File: src/rtl/fuel_gauge_ctrl.sv
// Fuel gauge sequencer: turns game speed into timed burn pulses, drains queued
// pickups as one-unit refuel pulses, and raises low-fuel / blink / empty flags.
module fuel_gauge_ctrl #(
    parameter int unsigned PERIOD_S1    = 60,
    parameter int unsigned PERIOD_S2    = 40,
    parameter int unsigned PERIOD_S3    = 20,
    parameter int unsigned REFUEL_UNITS = 20,
    parameter int unsigned MAX_PENDING  = 60,
    parameter int unsigned LOW_THRESH   = 10,
    parameter int unsigned BLINK_HALF   = 8
) (
    input  logic       clk,
    input  logic       resetN,
    input  logic       enable,
    input  logic       frame_tick,
    input  logic [1:0] speed,
    input  logic       fuel_pickup,
    input  logic [3:0] units,
    input  logic [3:0] tens,
    output logic       dec_pulse,
    output logic       inc_pulse,
    output logic       refueling,
    output logic       low_fuel,
    output logic       warn_blink,
    output logic       empty
);

    localparam int BLINK_W = $clog2(BLINK_HALF + 1);

    typedef enum logic [1:0] {IDLE, BURN, REFUEL, EMPTY} state_t;

    state_t             state_q, state_d;
    logic [6:0]         burn_cnt_q, burn_cnt_d;
    logic [6:0]         pending_q, pending_d;
    logic [BLINK_W-1:0] blink_cnt_q, blink_cnt_d;
    logic               phase_q, phase_d;
    logic               dec_q, dec_d;
    logic               inc_q, inc_d;
    logic               refueling_q, refueling_d;
    logic               low_fuel_q, low_fuel_d;
    logic               warn_q, warn_d;
    logic               empty_q, empty_d;

    logic [6:0] fuel;
    logic       fuel_zero;
    logic       fuel_full;
    logic       burn_active;
    logic       refuel_active;
    logic       pickup_ok;
    logic       clear_pending;
    logic [7:0] pend_sum;

    assign fuel      = ({3'b000, tens} * 7'd10) + {3'b000, units};
    assign fuel_zero = (units == 4'd0) && (tens == 4'd0);
    assign fuel_full = (fuel == 7'd99);

    function automatic logic [6:0] burn_period(input logic [1:0] spd);
        case (spd)
            2'd1:    burn_period = 7'(PERIOD_S1);
            2'd2:    burn_period = 7'(PERIOD_S2);
            default: burn_period = 7'(PERIOD_S3);
        endcase
    endfunction

    // Burning stops as soon as a refuel is queued or the tank reads empty, so a
    // decrement can never race an increment or underflow the counter.
    assign burn_active   = (state_q == BURN) && enable && (pending_q == 7'd0) && !fuel_zero;
    assign refuel_active = (state_q == REFUEL) && enable && (pending_q != 7'd0);
    assign pickup_ok     = fuel_pickup && (state_q != EMPTY);

    always_comb begin
        // NOTE: every signal gets a default before any branch so no latch is inferred.
        state_d       = state_q;
        burn_cnt_d    = burn_cnt_q;
        dec_d         = 1'b0;
        inc_d         = 1'b0;
        clear_pending = 1'b0;

        if (burn_active && frame_tick && (speed != 2'd0)) begin
            if (burn_cnt_q >= burn_period(speed) - 7'd1) begin
                dec_d      = 1'b1;
                burn_cnt_d = 7'd0;
            end else begin
                burn_cnt_d = burn_cnt_q + 7'd1;
            end
        end

        if (refuel_active && frame_tick) begin
            if (fuel_full) clear_pending = 1'b1;
            else           inc_d         = 1'b1;
        end

        pend_sum = {1'b0, pending_q}
                 + (pickup_ok ? 8'(REFUEL_UNITS) : 8'd0)
                 - (inc_d ? 8'd1 : 8'd0);
        if (clear_pending)                   pending_d = 7'd0;
        else if (pend_sum > 8'(MAX_PENDING)) pending_d = 7'(MAX_PENDING);
        else                                 pending_d = pend_sum[6:0];

        case (state_q)
            IDLE:   if (enable) state_d = (pending_q != 7'd0) ? REFUEL : BURN;
            BURN: begin
                if (!enable)                 state_d = IDLE;
                else if (pending_q != 7'd0)  state_d = REFUEL;
                else if (fuel_zero)          state_d = EMPTY;
            end
            REFUEL: begin
                if (!enable)                 state_d = IDLE;
                else if (pending_q == 7'd0)  state_d = BURN;
            end
            default:                         state_d = EMPTY;
        endcase

        refueling_d = (state_d == REFUEL);
        empty_d     = (state_d == EMPTY);
        low_fuel_d  = !fuel_zero && (fuel < 7'(LOW_THRESH)) && (state_d != EMPTY);

        blink_cnt_d = blink_cnt_q;
        phase_d     = phase_q;
        if (!low_fuel_q) begin
            blink_cnt_d = '0;
            phase_d     = 1'b0;
        end else if (frame_tick) begin
            if (blink_cnt_q == BLINK_W'(BLINK_HALF - 1)) begin
                blink_cnt_d = '0;
                phase_d     = !phase_q;
            end else begin
                blink_cnt_d = blink_cnt_q + 1'b1;
            end
        end
        warn_d = low_fuel_d && phase_d;
    end

    // NOTE: sequential state uses non-blocking assignments only.
    always_ff @(posedge clk or negedge resetN) begin
        if (!resetN) begin
            state_q     <= IDLE;
            burn_cnt_q  <= '0;
            pending_q   <= '0;
            blink_cnt_q <= '0;
            phase_q     <= 1'b0;
            dec_q       <= 1'b0;
            inc_q       <= 1'b0;
            refueling_q <= 1'b0;
            low_fuel_q  <= 1'b0;
            warn_q      <= 1'b0;
            empty_q     <= 1'b0;
        end else begin
            state_q     <= state_d;
            burn_cnt_q  <= burn_cnt_d;
            pending_q   <= pending_d;
            blink_cnt_q <= blink_cnt_d;
            phase_q     <= phase_d;
            dec_q       <= dec_d;
            inc_q       <= inc_d;
            refueling_q <= refueling_d;
            low_fuel_q  <= low_fuel_d;
            warn_q      <= warn_d;
            empty_q     <= empty_d;
        end
    end

    assign dec_pulse  = dec_q;
    assign inc_pulse  = inc_q;
    assign refueling  = refueling_q;
    assign low_fuel   = low_fuel_q;
    assign warn_blink = warn_q;
    assign empty      = empty_q;

endmodule

File: config.mk
export PLATFORM = sky130hd
export DESIGN_NAME = fuel_gauge_ctrl
export DESIGN_NICKNAME = d
export VERILOG_FILES = /design/src/rtl/fuel_gauge_ctrl.sv
export SDC_FILE = /design/constraint.sdc
export NUM_CORES = 1
export LEC_CHECK = 0
export CORE_ASPECT_RATIO = 1.5
export CORE_MARGIN = 3
export CORE_UTILIZATION = 57
export DETAILED_ROUTE_END_ITERATION = 12
export GPL_TIMING_DRIVEN = 0
export PLACE_DENSITY = 0.82
export SYNTH_ARGS = -nofsm -noshare
export SYNTH_HDL_FRONTEND = slang
export SYNTH_SLANG_ARGS = --single-unit
export TNS_END_PERCENT = 20
File: constraint.sdc
create_clock -name clk -period 3.73 [get_ports clk]
set_input_delay 0.746 -clock clk [delete_from_list [all_inputs] [get_ports clk]]
set_output_delay 0.746 -clock clk [all_outputs]
set_load 0.1 [all_outputs]
Word-level counts from Yosys, hierarchy flattened
Index checks and enable logic that the tools add are counted.
Word-level totals
  register bits after elaboration: 27
  input port bits: 15
  output and inout port bits: 6
  logic and storage cells: 80
Cells by class
  $add $sub $neg: 6
  multipliers: 1
  magnitude comparators: 3
  eq/ne operators: 11
  multiplexer cells: 27
  reduce and logical (&&, ||, !) cells: 21
Operator list (count)
  7-bit two-way mux: 4
  2-bit two-way mux: 7
  1-bit logical AND: 13
  4-bit two-way mux: 3
  6-bit one-hot mux with 2 select lines: 1
  1-bit two-way mux: 10
  7-bit by 5-bit adder with 8-bit output: 1
  2-bit equality test (second input constant): 4
  8-bit by 6-bit greater-than comparator with 1-bit output (second input constant): 1
  4-bit logical NOT: 2
  8-bit by 1-bit subtractor with 8-bit output: 1
  7-bit by 1-bit adder with 7-bit output (second input constant): 1
  7-bit by 4-bit adder with 7-bit output: 1
  7-bit equality test (second input constant): 1
  7-bit >= comparator: 1
  7-bit logical NOT: 1
  7-bit by 4-bit < comparator with 1-bit output (second input constant): 1
  7-bit nonzero test: 1
  7-bit by 1-bit subtractor with 7-bit output (second input constant): 1
  4-bit by 3-bit multiplier with 6-bit output (second input constant): 1
  2-bit inequality test (second input constant): 3
  2-bit one-hot mux with 3 select lines: 1
  5-bit two-way mux: 1
  4-bit by 1-bit adder with 4-bit output (second input constant): 1
  5 further kinds: 7

Depth between registers and ports, before layout
  depth in word-level cells: 11
  mapped depth: 18
  depth with buffers taken out: 18

Worst setup path after synthesis
No wires, ideal clock.
  path type: input to register
  start: input port tens[1]
  end: register pending_q[0]
  library setup time: 144 ps
  data arrival time: 4178 ps
  required time: 3586 ps
  setup slack: -592 ps
  cell stages on the path: 18
  buffers on the path: 0
  cell sequence: ha_1 > ha_1 > inv_1 > fa_1 > xor2_1 > nor2_1 > a22oi_1 > nor3_1 > nor2_1 > ha_1 > inv_1 > ha_1 > fa_1 > a211oi_1 > nor4b_1 > or3b_2 > and3_1 > nor4b_1
On the way
  word-level cells in the longest chain between the ends: 10
  elaborated cells between the ends (all ways): 12
  classes of those cells: add/sub: 2; mul: 1; order compare: 1; eq/ne: 1; mux: 7
Ends and longest elaborated chain
  start: declaration: RTL line 19  | input logic [3:0] tens,
  4-bit by 3-bit multiplier with 6-bit output *: RTL line 53  | assign fuel = ({3'b000, tens} * 7'd10) + {3'b000, units};
  7-bit by 4-bit adder with 7-bit output *: RTL line 53
  7-bit equality test *: RTL line 55  | assign fuel_full = (fuel == 7'd99);
  1-bit two-way mux *: RTL line 89  | if (fuel_full) clear_pending = 1'b1;
  1-bit two-way mux *: RTL line 88  | if (refuel_active && frame_tick) begin
  via inc_d: RTL line 38  | logic inc_q, inc_d;
  1-bit two-way mux *: RTL line 95  | - (inc_d ? 8'd1 : 8'd0);
  8-bit by 1-bit subtractor with 8-bit output *: RTL line 95
  8-bit by 6-bit greater-than comparator with 1-bit output: RTL line 97  | else if (pend_sum > 8'(MAX_PENDING)) pending_d = 7'(MAX_PENDING);
  7-bit two-way mux *: RTL line 97
  7-bit two-way mux *: RTL line 96  | if (clear_pending) pending_d = 7'd0;
  via pending_d[0]: RTL line 34  | logic [6:0] pending_q, pending_d;
  end signal: assignment: RTL line 151  | pending_q <= pending_d;
  end: declaration: RTL line 34
Mark *: on every way through the listed nets, which the timed path passes. The rest lies on a longest branch.
A chain may end at the register's enable or synchronous reset.

Worst setup path after layout
  start: input port tens[1]
  end: register pending_q[1]
Same word-level chain as after synthesis.

==> impl_metrics.yaml <==
run_status:
  outcome: "complete, but fails checks"
  violations: "setup timing"
power_and_ir_drop:
  power_leakage_nw: 1.16
  totalPowerFinal_mw: 1.01
  vdd_drop_max_mv: 0.339
  power_density_nw_per_um2: 394
route:
  wire_per_inst_um: 14.6
  drc_errors: 0
  drtAntennaViolNets: 0
  drt_iter0_markers: 25
  vias_per_cell: 5.83
  vias: 1680
  drtPass1Iterations: 4
  wl_mm: 4.22
job:
  maxCapViolations: 0
floorplanning:
  design.core.area_um2: 3280
  io_pins: 21
  fp.dieW_um: 54.6
  start_util: 0.615
  die-area_um2: 4310
  num_rows: 25
  die_y_um: 78.9
min_path:
  min_path_type: "reg -> reg"
  min_delay_path_depth: 1
cts:
  cts_buffers: 3
  clkTransAtPathRegs_ns: 0.09
  clock_path_buffers: 2
  root_buffer: "clkbuf_8"
  htreeDepth: 1
  cts_hold_buf: 0
  cts_tree: "yes"
  clk_latency_ns: 0.27
  clkSinkCount: 27
yosys:
  syn_nets: 257
  ys_types: 46
  synth_top_area_cell: "dfrtp_1"
  synth-edff-count: 0
  syn_area_um2: 2020
  seq_area_frac_synth: 0.334
  synth-seq-cells: 27
  yosys-top-cells-area: "dfrtp_1 (33%), ha_1 (15%), inv_1 (4.8%)"
  synth_top_area_share: 0.334
  ys.flop_type: "dfrtp_1"
  postSynthAreaPerCell_um2: 9.44
  ys_async_sr_fraction: 1.00
  synth_cells: 214
  yosysWarnings: 0
finish:
  finalNonFillerCells: 288
  drive_gt1_frac: 0.234
  post-route-util: 0.781
  antenna_cells: 0
  final_area_um2: 2560
  syn2layout_area_growth_pct: 26.9
  fin_nets: 292
setup_path:
  end_kind: "flip-flop"
  worst-path-buf-inv: 4
  crit_family: "adder cells"
  r2r_cells: 14
  crit_chain: "buf_8 > ha_4 > ha_4 > inv_2 > fa_2 > xnor2_2 > xnor2_1 > a22oi_2 > nor3_2 > nor2_1 > ha_2 > inv_2 > ha_4 > fa_2 > buf_4 > a21o_1 > a21oi_2 > xor2_2 > nor4_4 > nor4bb_1"
  path_class: "in -> reg"
  crit_path_max_incr_delay_ns: 0.38
  required_ns: 3.91
  cp-start-kind: "input port"
  crit_fanout: 2
  crit_slowest_cell: "fa_2"
  path_depth: 20
  path_common_cell: "ha_4"
  arrival_ns: 4.25
placed_design:
  place_hpwl_mm: 3.00
  dp_worst_setup_slack_ns: -1.32
  globalplace.congestion: 0.827
  place_inst: 273
  placed_area_um2: 2340
  port_buffers: 19
sta:
  fin_setup_tns_ns: -1.61
  clock.fmax_ghz: 0.246
  clock_skew_ns: 0.00727
  drv_slew: 0
  rsz0062_at_grt: "true"
  worstMarginPinSlew_ns: 1.13
  min_period_ns: 4.07
  fin_ws_ns: -0.338
  post-route-period-util: 1.09
  hold_ws_ns: 0.565
  relSlewSlack: 0.241
  setup_violations: 6
  hold_viol_final: 0
global_route:
  overflow: 0
  antenna_found_initial: 0
  grt_max_degree: 28
  grt_pass1_vias: 1732
  grt_use_total: 0.220
  grt_pass1_wl_mm: 7.19
-- sequential cells by signal (all words and copies together) (netlist names), 2 cells and up --
name / cells
pending_q: 7
state_q: 2
blink_cnt_q: 4
burn_cnt_q: 7
-- cells by family (layout without fill, tap and decap cells) --
kind of cell,count (synthesis),after routing,synth area share
AOI/OAI and AO/OA,47,47,0.151
xor gates and xnor gates,11,11,0.0477
adders and majority gates,28,28,0.185
buffers and inverters,28,62,0.0557
DFF,27,27,0.334
muxes,4,4,0.0204
other,1,1,0.00186
and+or+nand+nor,68,68,0.204
-- per-layer routing --
metal / GRT usage / routed length, µm
met1: 0.244 / 1640
met2: 0.385 / 2280
met3: 0.0225 / 146
met4: 0.120 / 151
met5: 0 / 0
-- cell usage after synthesis, drive strengths merged, types with 3 or more instances --
cell and instances:
nand2 14, o21ai 15, nor3b 3, nand3 3, or3 6, fa 3
a22o 5, a211oi 3, inv 26, nor2b 7, nor4 4, a21oi 11
and2 4, xnor2 7, nor2 13, a21o 4, xor2 4, ha 25
dfrtp 27, mux2i 3
-- cell usage in the layout, fill, tap and decap left out, types with 4 or more instances in the layout --
cell type        netlist  routed
dfrtp_1               27      27
nor2_1                13      12
o21ai_0               15      14
nand2_1               14      14
nor2b_1                7       7
a21oi_2                0       4
inv_1                 26      24
and2_1                 4       4
clkdlybuf4s50_1        0      13
xnor2_1                7       6
ha_4                   0       4
a21oi_1               11       7
buf_4                  0      11
ha_1                  25      19
or3_1                  5       5
-- worst paths after layout --
kind                         startpoint       endpoint  slack, ns
max reg2reg                pending_q[6]   pending_q[1]       0.36
min in group asynchronous        resetN  burn_cnt_q[6]       1.08
max in group asynchronous        resetN   pending_q[0]       1.97
min                          state_q[0]      refueling       0.56
max                             tens[1]   pending_q[1]      -0.34
min reg2reg                  state_q[0]      refueling       0.56
-- area by class of cell --
class | count | area [µm²]
buffer | 2 | 15.0
sequential | 27 | 676
fill | 223 | 721
multi-input combinational | 159 | 1400
clock buffer | 4 | 45.0
inverter | 26 | 97.6
timing repair buffer | 30 | 279
tap | 40 | 50.0
-- power breakdown --
part           switching, mW  internal (mW)  leakage [nW]
combinational          0.282          0.237         0.797
sequential            0.0173          0.312         0.341
clock                 0.0862         0.0765        0.0228
-- what timing repair did --
| action | in CTS | in global routing |
|---|---|---|
| pin swaps | 20 | 9 |
| gates cloned | 0 | 0 |
| endpoints found under the setup margin | 6 | 6 |
| buffers inserted | 10 | 1 |
| gates resized for setup | 35 | 10 |
(Power assumes the default switching activity.)
